===== src/rtl/alu_pkg.sv =====
// Shared definitions for the packed-lane adder ALU and its issue stage.
//   W8/W16/W32/WRSV : lane width encodings carried on the width field
//   alu_op_t        : one queued operation {a, b, width, sat}, 67 bits
package alu_pkg;

    localparam logic [1:0] W8   = 2'b00;
    localparam logic [1:0] W16  = 2'b01;
    localparam logic [1:0] W32  = 2'b10;
    localparam logic [1:0] WRSV = 2'b11;

    typedef struct packed {
        logic [31:0] a;
        logic [31:0] b;
        logic [1:0]  width;
        logic        sat;
    } alu_op_t;

    localparam int ALU_OP_W = $bits(alu_op_t);

endpackage


===== src/rtl/alu_op_fifo.sv =====
// Synchronous FIFO of alu_op_t entries.
// Ports:
//   clk, rst_n        clock, asynchronous active-low reset
//   i_push, i_op      write i_op at the tail (ignored when full)
//   i_pop             drop the head entry (ignored when empty)
//   o_head            entry at the head; meaningful only while o_count != 0
//   o_count           occupancy, 0..DEPTH
// Storage is not reset; only pointers and occupancy are.
module alu_op_fifo
    import alu_pkg::*;
#(
    parameter int DEPTH = 4
) (
    input  logic                     clk,
    input  logic                     rst_n,
    input  logic                     i_push,
    input  alu_op_t                  i_op,
    input  logic                     i_pop,
    output alu_op_t                  o_head,
    output logic [$clog2(DEPTH):0]   o_count
);

    localparam int AW = $clog2(DEPTH);
    localparam int CW = AW + 1;
    localparam logic [CW-1:0] FULL = CW'(DEPTH);

    alu_op_t         r_mem [DEPTH];
    logic [AW-1:0]   r_wr_ptr;
    logic [AW-1:0]   r_rd_ptr;
    logic [CW-1:0]   r_count;
    logic            w_push;
    logic            w_pop;

    assign w_push = i_push && (r_count != FULL);
    assign w_pop  = i_pop  && (r_count != '0);

    always_ff @(posedge clk) begin
        if (w_push) begin
            r_mem[r_wr_ptr] <= i_op;
        end
    end

    // DEPTH is a power of two, so pointers wrap by natural overflow.
    always_ff @(posedge clk or negedge rst_n) begin
        if (!rst_n) begin
            r_wr_ptr <= '0;
            r_rd_ptr <= '0;
            r_count  <= '0;
        end else begin
            if (w_push) begin
                r_wr_ptr <= r_wr_ptr + AW'(1);
            end
            if (w_pop) begin
                r_rd_ptr <= r_rd_ptr + AW'(1);
            end
            case ({w_push, w_pop})
                2'b10:   r_count <= r_count + CW'(1);
                2'b01:   r_count <= r_count - CW'(1);
                default: r_count <= r_count;
            endcase
        end
    end

    assign o_head  = r_mem[r_rd_ptr];
    assign o_count = r_count;

endmodule


===== src/rtl/alu_issue.sv =====
// Operand issue and result staging around the packed 4-lane adder ALU.
// Operations enter over in_valid/in_ready into a DEPTH-entry FIFO; the FIFO
// head drives alu_*; the ALU result is captured into out_c and returned over
// out_valid/out_ready.
// Ports:
//   clk, rst_n                         clock, asynchronous active-low reset
//   in_valid/in_ready                  operation handshake
//   in_a, in_b, in_width, in_sat       operation fields
//   alu_a, alu_b, alu_width, alu_sat   to the external ALU
//   alu_c                              ALU result (combinational from alu_*)
//   out_valid/out_ready, out_c         result handshake and registered result
//   count                              FIFO occupancy
// Optional feature: ALU_ISSUE_BYPASS_EN -- when the FIFO is empty and the
// result register can load, an offered op goes straight to the ALU and its
// result is captured at the accepting edge (1-edge latency).
module alu_issue
    import alu_pkg::*;
#(
    parameter int DEPTH = 4
) (
    input  logic                     clk,
    input  logic                     rst_n,
    input  logic                     in_valid,
    output logic                     in_ready,
    input  logic [31:0]              in_a,
    input  logic [31:0]              in_b,
    input  logic [1:0]               in_width,
    input  logic                     in_sat,
    output logic [31:0]              alu_a,
    output logic [31:0]              alu_b,
    output logic [1:0]               alu_width,
    output logic                     alu_sat,
    input  logic [31:0]              alu_c,
    output logic                     out_valid,
    input  logic                     out_ready,
    output logic [31:0]              out_c,
    output logic [$clog2(DEPTH):0]   count
);

    localparam int CW = $clog2(DEPTH) + 1;
    localparam logic [CW-1:0] FULL = CW'(DEPTH);

    alu_op_t         w_in_op;
    alu_op_t         w_head;
    alu_op_t         w_alu_op;
    logic [CW-1:0]   w_count;
    logic            w_head_valid;
    logic            w_can_load;
    logic            w_issue;
    logic            w_bypass;
    logic            w_push;
    logic            w_load;
    logic            r_out_valid;
    logic [31:0]     r_out_c;

    assign w_in_op = '{a: in_a, b: in_b, width: in_width, sat: in_sat};

    assign w_head_valid = (w_count != '0);
    assign w_can_load   = !r_out_valid || out_ready;
    assign w_issue      = w_head_valid && w_can_load;
    assign in_ready     = (w_count != FULL);

`ifdef ALU_ISSUE_BYPASS_EN
    // Empty FIFO implies in_ready, so a bypassed op is always accepted.
    assign w_bypass = !w_head_valid && in_valid && w_can_load;
`else
    assign w_bypass = 1'b0;
`endif

    assign w_push = in_valid && in_ready && !w_bypass;
    assign w_load = w_issue || w_bypass;

    alu_op_fifo #(
        .DEPTH   (DEPTH)
    ) u_fifo (
        .clk     (clk),
        .rst_n   (rst_n),
        .i_push  (w_push),
        .i_op    (w_in_op),
        .i_pop   (w_issue),
        .o_head  (w_head),
        .o_count (w_count)
    );

    // Zero when idle so the ALU inputs never show stale FIFO storage.
    always_comb begin
        w_alu_op = '0;
        if (w_head_valid) begin
            w_alu_op = w_head;
        end else if (w_bypass) begin
            w_alu_op = w_in_op;
        end
    end

    assign alu_a     = w_alu_op.a;
    assign alu_b     = w_alu_op.b;
    assign alu_width = w_alu_op.width;
    assign alu_sat   = w_alu_op.sat;

    always_ff @(posedge clk or negedge rst_n) begin
        if (!rst_n) begin
            r_out_valid <= 1'b0;
            r_out_c     <= '0;
        end else if (w_load) begin
            r_out_valid <= 1'b1;
            r_out_c     <= alu_c;
        end else if (r_out_valid && out_ready) begin
            r_out_valid <= 1'b0;
        end
    end

    assign out_valid = r_out_valid;
    assign out_c     = r_out_c;
    assign count     = w_count;

endmodule


===== config.mk =====
export PLATFORM = sky130hd
export DESIGN_NAME = alu_issue
export DESIGN_NICKNAME = d
export VERILOG_FILES = /design/src/rtl/alu_pkg.sv /design/src/rtl/alu_op_fifo.sv /design/src/rtl/alu_issue.sv
export SDC_FILE = /design/constraint.sdc
export NUM_CORES = 1
export LEC_CHECK = 0
export BUFFER_PORTS_ARGS = -buffer_cell sky130_fd_sc_hd__buf_2
export CORE_MARGIN = 5
export CORE_UTILIZATION = 44
export CTS_CLUSTER_SIZE = 12
export DETAILED_ROUTE_END_ITERATION = 16
export GPL_TIMING_DRIVEN = 0
export PLACE_DENSITY = 0.65
export RECOVER_POWER = 100
export SETUP_SLACK_MARGIN = 0.05
export SYNTH_ARGS = -nofsm -noshare
export SYNTH_HDL_FRONTEND = slang
export SYNTH_SLANG_ARGS = --single-unit

===== constraint.sdc =====
create_clock -name clk -period 5 [get_ports clk]
set_input_delay 1 -clock clk [delete_from_list [all_inputs] [get_ports clk]]
set_output_delay 1 -clock clk [all_outputs]
set_load 0.005 [all_outputs]

* Word-level counts from Yosys, hierarchy flattened
Memories as Yosys holds them, arrays and structs flattened.
Cells that the tools add are included.
** Storage, ports and cells
- Bits in registers :: 40
- RAM bits :: 268
- Input port bits :: 103
- Memories :: 1
** Memories
- u_fifo.r_mem :: depth 4, width 67, read ports 1, clocked after Yosys merged registers in 0, wr ports 1, RTL line alu_op_fifo.sv:27 : alu_op_t r_mem [DEPTH];
** Cells by class
- Add/subtract/negate cells :: 4
- Equal/unequal tests :: 3
- Muxes and demuxes :: 6
- Reductions and logical operators :: 10
** Operators with widths (count)
- two-way mux 67 bit :: 1
- one-hot mux 3 bit (2 select lines) :: 1
- logical AND 1 bit :: 5
- adder 2 x 1 -> 2 bit (second input constant) :: 2
- two-way mux 1 bit :: 4
- nonzero test 2 bit :: 2
- adder 3 x 1 -> 3 bit (second input constant) :: 1
- != test 3 bit (second input constant) :: 1
- nonzero test 3 bit :: 1
- subtractor 3 x 1 -> 3 bit (second input constant) :: 1
- equality test 2 x 1 -> 1 bit (second input constant) :: 1
- equality test 2 bit (second input constant) :: 1
- logical NOT 1 bit :: 1
- logical OR 1 bit :: 1

* Longest topological paths before layout
Gate-level depths: netlist of the first run.
- Word-level depth :: 6
- Depth in mapped cells :: 10
- Gate-level depth less buffers :: 9

* Modules after synthesis
Synthesis of the first run repeated with hierarchy kept, for this count alone.
** Second synthesis, totals
- Cell total of the unflattened synthesis :: 537
- Area total of the unflattened synthesis :: 11921.4 µm²
** Modules (own cells, without submodules)
- alu_op_fifo :: times used 1, cells each 388, area each 10089.7 µm²
- alu_issue :: times used 1, cells each 149, area each 1831.8 µm²

* Worst setup path after synthesis of the first run
OpenSTA, ideal clock, no wires.
- Path kind :: in2reg
- From :: input in_valid
- To :: memory u_fifo.r_mem[0][0] in the netlist's numbering (enable)
- Arrival :: 2622 ps
- Data required time :: 4567 ps
- Slack :: 1945 ps
- Cell stages on the path :: 1
- Buffers on the path :: 0
- Cell sequence :: and3_1
** On the way
- Longest elaborated chain between the ends :: 4
** Ends and longest elaborated chain
- start, declared :: RTL line alu_issue.sv:23 : input logic in_valid,
- logical AND 1 bit :: RTL line alu_issue.sv:70 : assign w_push = in_valid && in_ready && !w_bypass;
- logical AND 1 bit :: RTL line alu_op_fifo.sv:34 : assign w_push = i_push && (r_count != FULL);
- two-way mux 1 bit :: RTL line alu_op_fifo.sv:38 : if (w_push) begin
- two-way mux 1 bit (implied by the code) :: RTL line alu_op_fifo.sv:39 : r_mem[r_wr_ptr] <= i_op;
- end, declared :: RTL line alu_op_fifo.sv:27
Every way passes these cells.

* Final worst setup path of the first run
- From :: register u_fifo.r_count[2], in the netlist u_fifo.o_count[2]
- To :: memory u_fifo.r_mem[3][9] in the netlist's numbering (enable)
** On the way
- Longest elaborated chain between the ends :: 5
** Ends and longest elaborated chain
- start, declared :: RTL line alu_op_fifo.sv:30 : logic [CW-1:0] r_count;
- start signal, assigned :: RTL line alu_op_fifo.sv:57 : 2'b10: r_count <= r_count + CW'(1);
- start signal, assigned :: RTL line alu_op_fifo.sv:58 : 2'b01: r_count <= r_count - CW'(1);
- start signal, assigned :: RTL line alu_op_fifo.sv:59 : default: r_count <= r_count;
- != test 3 bit (*) :: RTL line alu_op_fifo.sv:34, alu_issue.sv:61
- logical AND 1 bit :: RTL line alu_issue.sv:70
- logical AND 1 bit (*) :: RTL line alu_op_fifo.sv:34
- two-way mux 1 bit (*) :: RTL line alu_op_fifo.sv:38
- two-way mux 1 bit (implied by the code) (*) :: RTL line alu_op_fifo.sv:39
Mark *: on every way between the ends. The rest lies on a longest branch, timed or not.

==> results.md, run 1 <==
- Overflow after GRT: 0
- Sequential share of power: 43.1%
- Place WS: 1690 ps
- Ranking of synthesized cells by area: edfxtp_1 68%, mux4_2 13%, dfrtp_1 8.5%
- Max cap viols: 6
- TritonCTS Buffers: 31
- Routed WL: 23600 um
- Htree depth: 1
- # resized after CTS: 0
- Worst Setup Start Kind: register
- Final setup fails: 0
- PwrDens: 597 mW/mm2
- Post-Syn Instances: 533
- Die ar.: 0.0301 mm2
- Setup ws final: between 800 and 900 ps
- Critical path capture point type: register
- Post-DP HPWL: 15500 um
- Layout Nets: 885
- Fin util: 53.3%
- First-pass GRT wire length: 36500 um
- Syn_area_per_cell: 22.1 um2
- Critical path's largest stage delay: 1610 ps
- Chip width: roughly 170 um
- Core Footprint: 0.0262 mm2
- Hold-fix buffers, CTS: 0
- DR DRC count: 0
- Maximum vdd ir drop: slightly below 0.3 mV
- Critical path arrival: approximately 4300 ps
- Drt pass-1 iters: 4
- Failing checks: capacitance limit, slew limit
- Max clock buf depth: 3
- Clock sink count: 308
- Final Cycle Share: ~83%
- Worst EP required: 5130 ps
- Syn nets: about 640
- Sw Share: 29.3%
- Post-DRT Antenna Nets: 0
- Post-CTS setup buffer count: 0
- Layout cells sized above 1: 25.6%
- Vias: slightly below 6000
- Synth top area share: 68.4%
- Avg Vias per Cell: 5.12
- Area grow syn2layout: 18.8%
- Boundary Pins: 207
- RSZ-0062 raised after global routing: false
- Comb pwr share: 32.0%
- Vias in the first global route: 6453
- Diodes inserted: 0
- GPL Wtd Cong: 0.718
- Worst-Margin Slew: 2110 ps
- CTS tree: built
- Worst reg2reg setup slack: between 800 and 900 ps
- Yosys Warn Count: 0
- CTS Root Cell: clkbuf_16
- Buf/Inv on CP: 1
- CP max FO: 36
- Internal Pwr Total: 5.91 mW
- Hold Crit Class: register to register
- Status: complete, but fails checks
- Cell family with most CP delay: simple AND/OR/NAND/NOR gates
- GRT Overall Usage: about 15%
- Clock Latency Late Sink: 540 ps
- Power share of the clock group: 24.8%
- Sum Neg Setup Slack: 0 ps
- Worst Clk Skew: about 9.2 ps
- Slew Viols, Final: 208
- FF+latch count, synth: 308
- Worst-path clk slew: approximately 60 ps
- Type of the worst setup path: register to register
- Slew margin rel.: -40.5%
- Max Clk Rate: 242 MHz
- P_leak: 4.74 nW
- Sequential share of the synthesized area: 76.9%
- Initial antenna violation count: 1
- Pin count of the biggest net entering global routing: slightly above 40
- Netlist cell types: 23
- Initial drt markers: roughly 330
- Worst-path cell chain: or3b_1 > and3_1 > dlymetal6s2s_1
- Final min period: about 4100 ps
- Initial Util: 44.9%
- Critical-path top delay cell: dlymetal6s2s_1
- Final Hold Fails: 0
- Area of the mapped netlist: 0.0118 mm2
- Num rows: 59
- Port Buffers: approximately 200
- Yosys top cell by area: edfxtp_1
- DIE HEIGHT: 174 um
- Psw: about 2.4 mW
- Drt wl/cell: between 20 and 25 um
-- Yosys cell counts, drive strengths merged --
cell type  instances
or3b               1
mux2              33
nor2               1
ha                 5
edfxtp           268
and2               1
xnor2              3
nand3b             1
mux2i              1
fa                 1
dfrtp             40
clkbuf            11
xor2               3
buf               16
nand2              1
nand2b             1
and3               4
nor3               1
inv                6
mux4              67
nor2b             68
-- state kept, by name (all words and copies together), names as in the netlist --
signal           count
u_fifo.r_wr_ptr      2
u_fifo.r_rd_ptr      2
out_valid            1
u_fifo.r_mem       268
u_fifo.o_count       3
out_c               32
-- through the flow --
step	cell area [um2]	cells	total power [mW]	hold slack, ps
5_1_grt	14000	1129	8.86	529
4_1_cts	14200	1129	8.65	503
2_1_floorplan	11800	533	5.35	505
3_5_place_dp	13300	1078	6.55	490
6_report	14000	1129	8.35	504
3_3_place_gp	13200	1074	6.46	483
-- cell families after synthesis --
logic type / Yosys count / share of synthesized area (%)
xor+xnor: 6 / 0.447
flops: 308 / 76.9
mux: 101 / 16.1
fa+ha+maj: 6 / 0.702
simple gates: 79 / 4.32
buf+inv: 33 / 1.55
-- final timing paths --
check / from / to / depth (start not counted)
max: u_fifo.o_count[2]$_DFFE_PN0P_ / u_fifo.r_mem[3][9]$_DFFE_PP_ / 3
min: out_c[28]$_DFFE_PN0P_ / out_c[28]$_DFFE_PN0P_ / 1
max reg2reg: u_fifo.o_count[2]$_DFFE_PN0P_ / u_fifo.r_mem[3][9]$_DFFE_PP_ / 3
min reg2reg: out_c[28]$_DFFE_PN0P_ / out_c[28]$_DFFE_PN0P_ / 1
max in group asynchronous: rst_n / out_c[29]$_DFFE_PN0P_ / 1
min in group asynchronous: rst_n / out_c[20]$_DFFE_PN0P_ / 1
-- power groups by stage --
stage | Clock (mW) | Sequential, mW | Combinational [mW]
after floorplan | 0 | 3.64 | 1.71
after global placement | 0 | 3.66 | 2.80
after detailed placement | 0 | 3.64 | 2.91
after CTS | 2.14 | 3.59 | 2.92
after global routing | 2.25 | 3.66 | 2.95
final | 2.07 | 3.60 | 2.67
-- layout make-up --
class	count	area, um2
inverter	6	22.5
tap	335	419
buffer	27	131
clock buffer	43	831
fill	2142	12200
multi-input combinational	192	2530
clock inverter	8	65.1
sequential	308	9050
timing repair buffer	210	930
-- placed cells by master, fill, tap and decap left out, types with 4 or more instances in the layout --
cell type,instances
edfxtp_1,268
ha_1,5
dfrtp_1,40
and3_1,4
clkbuf_16,31
buf_2,50
mux2_2,32
clkbuf_1,178
inv_1,6
clkbuf_2,8
mux4_2,67
nor2b_1,68
-- per-layer routing --
metal	part of all wire, %	GRT usage, %	routed length [um]	vias to the layer above
li1	-	-	-	2600
met5	0.030	0	7	-
met2	51	27.1	12100	183
met3	7.8	4.30	1840	41
met4	1.7	3.49	402	2
met1	39	19.3	9230	2955
Power figures use the tool's default switching activity.
==> run 2: changes to the inputs <==
- PLACE_DENSITY: 0.65 -> 0.68
- clock period: 5 -> 3.33 ns (I/O delays scaled with it)
==> results.md, run 2 (synthesis gave the netlist of run 1 again) <==
- Status: complete, but fails checks
- Failing checks: capacitance limit, slew limit
- CP max FO: 10 (-72%)
- Comb pwr share: 31.1% (-0.9 points)
- Layout cells sized above 1: 27.1% (+1.6 points)
- Final min period: 2980 ps
- Pin count of the biggest net entering global routing: 41 (unchanged)
- Worst-Margin Slew: 2110 ps (+6.30 ps)
- Initial drt markers: 289 (-11%)
- Critical Path Start: u_fifo.r_rd_ptr[0]$_DFFE_PN0P_
- Chip width: 174 um (unchanged)
- Critical path capture point type: output port
- Worst reg2reg setup slack: 400 ps (-460 ps)
- DR DRC count: 0 (unchanged)
- TritonCTS Buffers: 34 (+9.7%)
- Post-DRT Antenna Nets: 0 (unchanged)
- DIE HEIGHT: 174 um (unchanged)
- Avg Vias per Cell: 5.17 (+0.89%)
- Max cap viols: 5 (-1)
- Psw: 3.73 mW (+53%)
- CTS Root Cell: clkbuf_16
- Critical path arrival: 2310 ps (-1950 ps)
- Worst Setup Start Kind: register
- Place WS: 403 ps (-1290 ps)
- First-pass GRT wire length: 37000 um (+1.3%)
- Clock Latency Late Sink: 500 ps (-40 ps)
- Type of the worst setup path: register to output port
- Drt pass-1 iters: 4 (unchanged)
- Largest register FFs: 268 (unchanged)
- R2r worst-path depth: 11 (+8)
- Drt wl/cell: 20.8 um (-0.37%)
- Layout Nets: 889 (+0.45%)
- Die ar.: 0.0301 mm2 (unchanged)
- Final Hold Fails: 0 (unchanged)
- PwrDens: 917 mW/mm2 (+54%)
- Initial antenna violation count: 2 (+1)
- Hold-fix buffers, CTS: 0 (unchanged)
- Slew Viols, Final: 167 (-20%)
- Final Cycle Share: 89.5%
- Worst EP required: 2660 ps (-2470 ps)
- Hold Crit Class: input pin to register
- Htree depth: 2 (+1)
- RSZ-0062 raised after global routing: false
- Slew margin rel.: -40.9% (-0.42 points)
- Placed Instance Area: 0.0133 mm2 (unchanged)
- GPL Wtd Cong: 0.774 (+7.8%)
- Launch point of the worst reg-to-reg path: u_fifo.o_count[2]$_DFFE_PN0P_
- CTS tree: built
- Maximum vdd ir drop: 0.425 mV (+46%)
- Power share of the clock group: 27.3% (+2.5 points)
- Max clock buf depth: 3 (unchanged)
- Area grow syn2layout: 20.6%
- Sw Share: 28.7% (-0.60 points)
- Design Area, Final: 0.0142 mm2 (+1.5%)
- Internal Pwr Total: 9.29 mW (+57%)
- Non-Filler Instances: 1140 (+0.97%)
- GRT Overall Usage: 15.7% (+0.23 points)
- Num rows: 59 (unchanged)
- Final setup fails: 0 (unchanged)
- Post-DP HPWL: 15600 um (+0.80%)
- Max Clk Rate: 336 MHz
- Routed WL: 23800 um (+0.60%)
- Worst-path clk slew: 60 ps (about the same)
- Clock sink count: 308 (unchanged)
- Sequential share of power: 41.6% (-1.5 points)
- Initial Util: 44.9% (unchanged)
- Commonest non-fill, non-tap cells in the layout: 268 x edfxtp_1, 174 x clkbuf_1, 68 x nor2b_1, 67 x mux4_2, 55 x buf_2
- RR Endpoint: u_fifo.o_count[2]$_DFFE_PN0P_
- Placed cells: 1078 (unchanged)
- Design Power: 13.0 mW (+56%)
- Setup ws final: 350 ps (-512 ps)
- Vias in the first global route: 6459 (+0.093%)
- P_leak: 4.84 nW (+2.2%)
- Vias: 5889 (+1.9%)
- Reg with most FFs: u_fifo.r_mem
- Most common cell after layout, fill and taps aside: edfxtp_1
- Core Footprint: 0.0262 mm2 (unchanged)
- Fin util: 54.2% (+0.82 points)
- Boundary Pins: 207 (unchanged)
- CP endpoint: alu_a[22]
- Overflow after GRT: 0 (unchanged)
- Worst Clk Skew: 13.3 ps (+4.02 ps)
- Port Buffers: 206 (unchanged)
==> run 2: changes by cell type in the layout (fill, tap and decap cells not counted), moves of 2 or more <==
cell       previous run  this run
clkbuf_16            31        37
clkinv_1              3         5
diode_2               0         2
buf_2                50        55
clkbuf_1            178       174
buf_1                 3         0
==> run 2: final cells by class <==
cell class                 instances  area (um2)
antenna                            2        5.00
buffer                            27         138
clock buffer                      48         977
clock inverter                    11        98.8
fill                            2088       12000
inverter                           6        22.5
multi-input combinational        192        2530
sequential                       308        9050
tap                              335         419
timing repair buffer             211         953
==> run 2: worst min path at each step <==
stage,from,end,depth (start not counted)
5_1_grt,alu_c[26],out_c[26]$_DFFE_PN0P_,2
3_5_place_dp,out_c[16]$_DFFE_PN0P_,out_c[16]$_DFFE_PN0P_,1
4_1_cts,rst_n,out_c[19]$_DFFE_PN0P_,1
3_3_place_gp,out_c[0]$_DFFE_PN0P_,out_c[0]$_DFFE_PN0P_,1
6_report,alu_c[26],out_c[26]$_DFFE_PN0P_,2
2_1_floorplan,rst_n,out_c[0]$_DFFE_PN0P_,0
==> run 2: power by group through the flow <==
| stage | registers (mW) | clock network (mW) | logic (mW) |
|---|---|---|---|
| after floorplan | 5.46 | 0 | 2.57 |
| after global placement | 5.50 | 0 | 4.18 |
| after detailed placement | 5.48 | 0 | 4.36 |
| after CTS | 5.40 | 3.65 | 4.40 |
| after global routing | 5.49 | 3.81 | 4.47 |
| final | 5.41 | 3.55 | 4.05 |
==> run 2: metal layers <==
layer / up-vias / track usage (%) / wire length [um]
li1: 2623 / - / -
met2: 215 / 26.2 / 11700
met1: 3021 / 20.0 / 9710
met4: 0 / 4.26 / 390
met3: 30 / 4.91 / 1990
met5: - / 0 / 0
==> run 2: stage by stage <==
stage / TNS (ps) / hold slack, ps
floorplan: 0 / 370
CTS: 0 / 300
global route: 0 / 382
detailed placement: 0 / 492
finish: 0 / 400
global placement: -198910 / 483
==> run 2: what timing repair did <==
item                                    CTS  global route
endpoints found under the hold margin     0             0
buffers inserted                          1             0
resized for setup                         1             0
endpoints found under the setup margin   10             0
==> run 2: critical path, stage by stage, from the launching register on <==
cell,delay (ps)
dfrtp_1,320
buf_2,210
clkbuf_2,420
mux4_2,560
nor2b_1,160
clkbuf_1,140
